**config.mk**
```make
export PLATFORM = sky130hd
export DESIGN_NAME = icache_refill_ctrl
export DESIGN_NICKNAME = d
export VERILOG_FILES = /design/src/rtl/icache_refill_ctrl.sv
export SDC_FILE = /design/constraint.sdc
export NUM_CORES = 1
export LEC_CHECK = 0
export CAP_MARGIN = 30
export CORE_ASPECT_RATIO = 1.75
export CORE_MARGIN = 2
export CORE_UTILIZATION = 35
export CTS_CLUSTER_SIZE = 25
export DETAILED_ROUTE_END_ITERATION = 12
export PLACE_DENSITY = 0.84
export SYNTH_ARGS = -nofsm -noshare
export SYNTH_HDL_FRONTEND = slang
export SYNTH_SLANG_ARGS = --single-unit
```
**constraint.sdc**
```tcl
create_clock -name clk -period 1.65 [get_ports clk]
set_input_delay 0.33 -clock clk [delete_from_list [all_inputs] [get_ports clk]]
set_output_delay 0.33 -clock clk [all_outputs]
set_load 0.02 [all_outputs]
```
**src/rtl/icache_refill_ctrl.sv**
```systemverilog
// icache_refill_ctrl: 2-way I-cache miss/refill sequencer (burst fetch, victim-way write, tag refresh).
// Optional build macro ICACHE_REFILL_CRITWORD_EN: critical-word-first wrap burst plus fwd_valid_o/fwd_data_o.
module icache_refill_ctrl #(
  parameter int ADDR_W = 64,
  parameter int DATA_W = 64,
  parameter int LINE_BEATS = 4,
  parameter int INDEX_W = 6,
  localparam int OFF_W = $clog2(LINE_BEATS * DATA_W / 8),
  localparam int BEAT_W = (LINE_BEATS > 1) ? $clog2(LINE_BEATS) : 1
) (
  input  logic clk,
  input  logic rst,
  input  logic miss_i,
  input  logic [ADDR_W-1:0] miss_addr_i,
  input  logic lru_i,
  input  logic flush_i,
  output logic stallreq_o,
  output logic refresh_o,
  output logic ar_valid_o,
  output logic [ADDR_W-1:0] ar_addr_o,
  output logic [7:0] ar_len_o,
  input  logic ar_ready_i,
  input  logic r_valid_i,
  input  logic [DATA_W-1:0] r_data_i,
  input  logic r_last_i,
  output logic r_ready_o,
  output logic [1:0] dwe_o,
  output logic [INDEX_W-1:0] d_index_o,
  output logic [BEAT_W-1:0] d_beat_o,
  output logic [DATA_W-1:0] d_wdata_o
`ifdef ICACHE_REFILL_CRITWORD_EN
  ,
  output logic fwd_valid_o,
  output logic [DATA_W-1:0] fwd_data_o
`endif
);
`ifdef ICACHE_REFILL_CRITWORD_EN
  localparam int BYTE_W = $clog2(DATA_W / 8);
  localparam logic [ADDR_W-1:0] ADDR_MASK = {ADDR_W{1'b1}} << BYTE_W;
`else
  localparam logic [ADDR_W-1:0] ADDR_MASK = {ADDR_W{1'b1}} << OFF_W;
`endif
  localparam logic [BEAT_W-1:0] BEAT_MASK = BEAT_W'(LINE_BEATS - 1);
  typedef enum logic [2:0] {IDLE, REQ, RECV, FILL, DONE} state_t;
  state_t state_q, state_d;
  logic [ADDR_W-1:0] addr_q, addr_d;
  logic [BEAT_W-1:0] beat_q, beat_d;
  logic way_q, way_d, abort_q, abort_d, abort_now;
`ifdef ICACHE_REFILL_CRITWORD_EN
  logic first_q, first_d;
`endif
  assign abort_now = abort_q | flush_i;
  assign stallreq_o = miss_i | (state_q != IDLE);
  // next-state and bus/data-array outputs; a flush this cycle already suppresses writes and refresh
  always_comb begin
    state_d = state_q;
    addr_d = addr_q;
    way_d = way_q;
    beat_d = beat_q;
    abort_d = abort_q;
    ar_valid_o = 1'b0;
    ar_addr_o = '0;
    ar_len_o = '0;
    r_ready_o = 1'b0;
    refresh_o = 1'b0;
    dwe_o = '0;
    d_index_o = '0;
    d_beat_o = '0;
    d_wdata_o = '0;
`ifdef ICACHE_REFILL_CRITWORD_EN
    first_d = first_q;
    fwd_valid_o = 1'b0;
    fwd_data_o = '0;
`endif
    case (state_q)
      IDLE: if (miss_i && !flush_i) begin
        state_d = REQ;
        addr_d = miss_addr_i & ADDR_MASK;
        way_d = lru_i;
        abort_d = 1'b0;
`ifdef ICACHE_REFILL_CRITWORD_EN
        beat_d = miss_addr_i[BYTE_W +: BEAT_W] & BEAT_MASK;
        first_d = 1'b1;
`else
        beat_d = '0;
`endif
      end
      REQ: begin
        ar_valid_o = 1'b1;
        ar_addr_o = addr_q;
        ar_len_o = 8'(LINE_BEATS - 1);
        abort_d = abort_now;
        state_d = ar_ready_i ? RECV : REQ;
      end
      RECV: begin
        r_ready_o = 1'b1;
        abort_d = abort_now;
        if (r_valid_i) begin
          dwe_o = abort_now ? 2'b00 : (way_q ? 2'b10 : 2'b01);
          d_index_o = addr_q[OFF_W +: INDEX_W];
          d_beat_o = beat_q;
          d_wdata_o = r_data_i;
          beat_d = (beat_q + 1'b1) & BEAT_MASK;
`ifdef ICACHE_REFILL_CRITWORD_EN
          fwd_valid_o = first_q & ~abort_now;
          fwd_data_o = fwd_valid_o ? r_data_i : '0;
          first_d = 1'b0;
`endif
          state_d = r_last_i ? (abort_now ? DONE : FILL) : RECV;
        end
      end
      FILL: begin
        refresh_o = ~abort_now;
        state_d = DONE;
      end
      DONE: state_d = IDLE;
      default: state_d = IDLE;
    endcase
  end
  // state and latched miss context; reset drops any burst in flight
  always_ff @(posedge clk) begin
    if (rst) begin
      state_q <= IDLE;
      addr_q <= '0;
      way_q <= 1'b0;
      beat_q <= '0;
      abort_q <= 1'b0;
`ifdef ICACHE_REFILL_CRITWORD_EN
      first_q <= 1'b0;
`endif
    end else begin
      state_q <= state_d;
      addr_q <= addr_d;
      way_q <= way_d;
      beat_q <= beat_d;
      abort_q <= abort_d;
`ifdef ICACHE_REFILL_CRITWORD_EN
      first_q <= first_d;
`endif
    end
  end
endmodule

```
# == Yosys cells after proc, flatten, opt, wreduce, memory -nomap -nowiden ==
# Cells that the tools add are included.
# word_totals
regBits,66
inputBits,136
output_inout_bits,150
wordCells,51
# op_classes
n_addsub,1
n_eq_ne,5
n_mux,26
bitwise_logic,3
n_reduce_logical,11
# ops
operator,n
2-to-1 mux 64 bit,3
2-to-1 mux 2 bit,10
2-to-1 mux 3 bit,4
2-to-1 mux 6 bit,2
case mux 3 bit (4 select lines),1
"== test 3 x 2 -> 1 bit, second input constant",2
AND reduction 2 bit,3
2-to-1 mux 1 bit,4
"inequality test 2 bit, second input constant",2
case mux 2 bit (2 select lines),1
nonzero test 2 bit,2
"== test 3 x 1 -> 1 bit, second input constant",1
zero test 3 bit,1
AND reduction 3 bit,1
nonzero test 3 bit,1
"adder 2 x 1 -> 2 bit, second input constant",1
bitwise OR 1 bit,2
case mux 1 bit (2 select lines),1
OR reduction 2 bit,1
logical AND 1 bit,1
zero test 1 bit,1
inverter 1 bit,1

# == Depth between registers and ports, before layout ==
# depth
depth_word,5
ltp_mapped,5
mapped_depth_nobuf,3

# == Worst setup path before layout ==
# No wires, ideal clock.
# synth_path
path_type,flip-flop to output port
from,register state_q[1]
to,output port refresh_o
t_arrival_ps,1415
t_required_ps,1320
path_slack_ps,-95
path_stages_with_launch,4
n_path_buf,1
cell_sequence,dfxtp_1 -> clkbuf_1 -> nand2_1 -> nor4_1
# synth_between
elab_chain_len,2
# synth_lines
element,line,text
start: declaration,45,"state_t state_q, state_d;"
start signal: assignment,132,state_q <= state_d;
== test 3 x 2 -> 1 bit,75,case (state_q)
2-to-1 mux 1 bit,75,
end: declaration,18,"output logic refresh_o,"
# No other way between the ends.

# == Worst setup path after layout ==
# layout_path
from,register state_q[2]
to,output port d_wdata_o[53]
# layout_between
elab_chain_len,2
# layout_lines
element,line,text
== test 3 x 2 -> 1 bit,75,
2-to-1 mux 64 bit,75,
end: declaration,30,output logic [DATA_W-1:0] d_wdata_o
# No other way between the ends.

==> results.json <==
{
  "status": "complete, but fails checks",
  "failed_checks": "setup timing",
  "max_stage_delay_ps": 420,
  "rows": 52,
  "antenna_found_initial": 9,
  "vias_per_cell": 4.93,
  "initialDrtViolationCount": 300,
  "ff_latch_area_mm2": 0.00133,
  "async_flop_share_pct": 0,
  "synthDistinctLibCells": 37,
  "synth.largest_area_cell": "dfxtp_1",
  "maxCapViolations": 0,
  "power_switching_mw": 1.26,
  "final_nets": 918,
  "dp.cells": 865,
  "cts_inserted_buffers": 9,
  "die_area_mm2": 0.0127,
  "yosys_warnings": 0,
  "synthTopCellsByArea": "dfxtp_1, and2_1, nand2b_1",
  "drtAntennaViolNets": 0,
  "die_w_um": 86.1,
  "insertion_delay_ps": 330,
  "internal_power_mw": 3.82,
  "p_per_area_mw_per_mm2": 594,
  "finalWirelength_mm": 19.5,
  "track_usage_pct": 27.6,
  "ioPinCount": 286,
  "cts_max_level": 3,
  "holdWs_ps": 381,
  "fin_crit_sh_pct": 125,
  "initial_core_util_pct": 35.8,
  "post-route-util_pct": 74.2,
  "syn_inst": 470,
  "final_layout_size_suffix_gt1_share_pct": 45.2,
  "period_minus_slack_ps": 2060,
  "dp_hpwl_mm": 13.5,
  "cts.clk_slew.worst_paths_ps": 50,
  "arrival_ps": 1730,
  "avgSynthCellArea_um2": 8.78,
  "portBuffers": 269,
  "synth-seq-cells": 66,
  "clock_skew_ps": 6.18,
  "final-hold-violation-count": 0,
  "multi_input_area_mm2": 0.00283,
  "grt_pass1_vias": 4512,
  "num-fill-cells": 806,
  "cts_buffer_depth": 2,
  "critPathTopFamily": "simple AND/OR/NAND/NOR gates",
  "ir_drop_mv": 0.492,
  "cp_max_fo": 5,
  "critPathKind": "flop to output port",
  "pwr-share-seq_pct": 34.3,
  "path_cells": "and4bb_4 > buf_12 > buf_16 > buf_12 > and2_4 > buf_6",
  "wl_per_cell_um": 21.1,
  "setup_viol": 139,
  "p_leak_nw": 3.71,
  "pwr-share-comb_pct": 25.8,
  "gp_congestion": 0.980,
  "grt_pass1_wl_mm": 25.9,
  "clkPwrFrac_pct": 39.9,
  "hold_class": "input pin to flop",
  "clock-sinks": 66,
  "routed-via-count": 4556,
  "rsz0062_at_grt": "true",
  "critPathBufInv": 4,
  "grt_max_degree": 65,
  "maxSlewViolCount": 0,
  "hold_buffers": 0,
  "synth_common_cells": "and2_1, nand2b_1, dfxtp_1",
  "synthToLayoutAreaGrowth_pct": 107,
  "cts_root_buf": "clkbuf_16",
  "cts_tree": "built",
  "start_kind": "flop",
  "worst_slack_ps": -408,
  "cp_slowest_cell": "and4bb_4",
  "sw_frac_of_total_pct": 24.8,
  "synth-edff-count": 0,
  "first_pass_iters": 4,
  "crit_path_end_kind": "output port",
  "grt_overflow_total": 0,
  "crit_required_ps": 1320,
  "ys_seq_area_share_pct": 32.0,
  "fmax_mhz": 486,
  "drc": 0,
  "dieHeight_um": 148,
  "crit_top_cell": "buf_12",
  "yosysMostFrequentCell": "and2_1",
  "fin_cells": 924,
  "synthDominantCellAreaShare_pct": 32.0,
  "synthFlopType": "dfxtp_1",
  "syn-cell-area_mm2": 0.00413,
  "coreArea_mm2": 0.0115
}
-- worst reg2reg max path, delay by kind of cell, from the launching register on --
kind	cells	cell delay (ps)
DFF	1	360
and+or+nand+nor	1	310
buffers and inverters	4	660
muxes	1	240
-- placed cells by master, fill, tap and decap left out, types with 3 or more instances in the layout --
cell type        synthesis  final
dfxtp_4                  0      3
and2_1                 132     19
buf_12                   5     16
mux2i_1                 60     59
buf_16                   0      4
clkbuf_16                0     16
nor2_1                   6      5
buf_8                    1      6
clkdlybuf4s50_1          0    128
and2_4                   0    113
nand2b_1               122    121
diode_2                  0      4
buf_4                   13     27
buf_6                    2    151
a21oi_1                  4      4
dfxtp_1                 66     63
conb_1                   1     11
-- final timing paths --
check,start,to,slack [ps],depth (start not counted)
worst max register to register,state_q[2],addr_q[21],-10,6
worst max-delay path,state_q[2],d_wdata_o[53],-410,6
worst min register to register,addr_q[40],addr_q[40],470,2
worst min-delay path,rst,beat_q[0],380,2
-- metrics by stage --
stage	instance area, um^2	total power, mW	worst slack (ps)	setup TNS (ps)
after global routing	8540	5.26	-454	-47860
after CTS	7690	4.89	-389	-34770
final	8550	5.08	-408	-39680
after detailed placement	7000	2.76	-762	-81910
after floorplan	4170	2.22	13.0	0
after global placement	7000	2.74	-751	-78380
-- cells by family (layout without fill, tap and decap cells) --
group	after synthesis	after routing	synth area share, %
and+or+nand+nor	275	275	41.8
DFF	66	66	32.0
muxes	61	61	14.8
buffers and inverters	52	357	8.73
AOI/OAI and AO/OA	14	14	2.37
other	1	15	0.0909
xor gates and xnor gates	1	1	0.212
-- per-layer routing --
layer	share of wire (%)	vias up	track usage, %
met3	13	61	13.8
met1	34	2091	30.1
met5	0.38	-	0
li1	-	2093	-
met2	48	299	45.9
met4	4.5	12	9.44
-- power by group through the flow --
stage	Sequential (mW)	Clock (mW)	Combinational (mW)
after floorplan	1.75	0	0.472
after global placement	1.76	0	0.986
after detailed placement	1.76	0	0.999
after CTS	1.74	2.06	1.10
after global routing	1.75	2.13	1.38
final	1.74	2.03	1.31
-- flip-flops by register name, indices dropped and copies added, names as in the netlist --
name and cells:
abort_q 1, addr_q 59, beat_q 2, state_q 3, way_q 1
-- final cells by class --
cell class                      count  area share [%]
Antenna cell                        4           0.117
Clock buffer                       11            2.84
Clock inverter                      3           0.761
Inverter                            2           0.117
Multi-Input combinational cell    362            33.1
Sequential cell                    66            15.6
Tap cell                          135            1.98
Timing Repair Buffer              341            45.6
-- what timing repair did --
item | in CTS | in global routing
pin swaps | 14 | 42
gates cloned | 5 | 8
endpoints found under the hold margin | 0 | 0
setup endpoints to repair | 141 | 176
buffers inserted | 18 | 11
gates resized for setup | 733 | 221
Note: power is estimated with default switching activity, not from simulation.
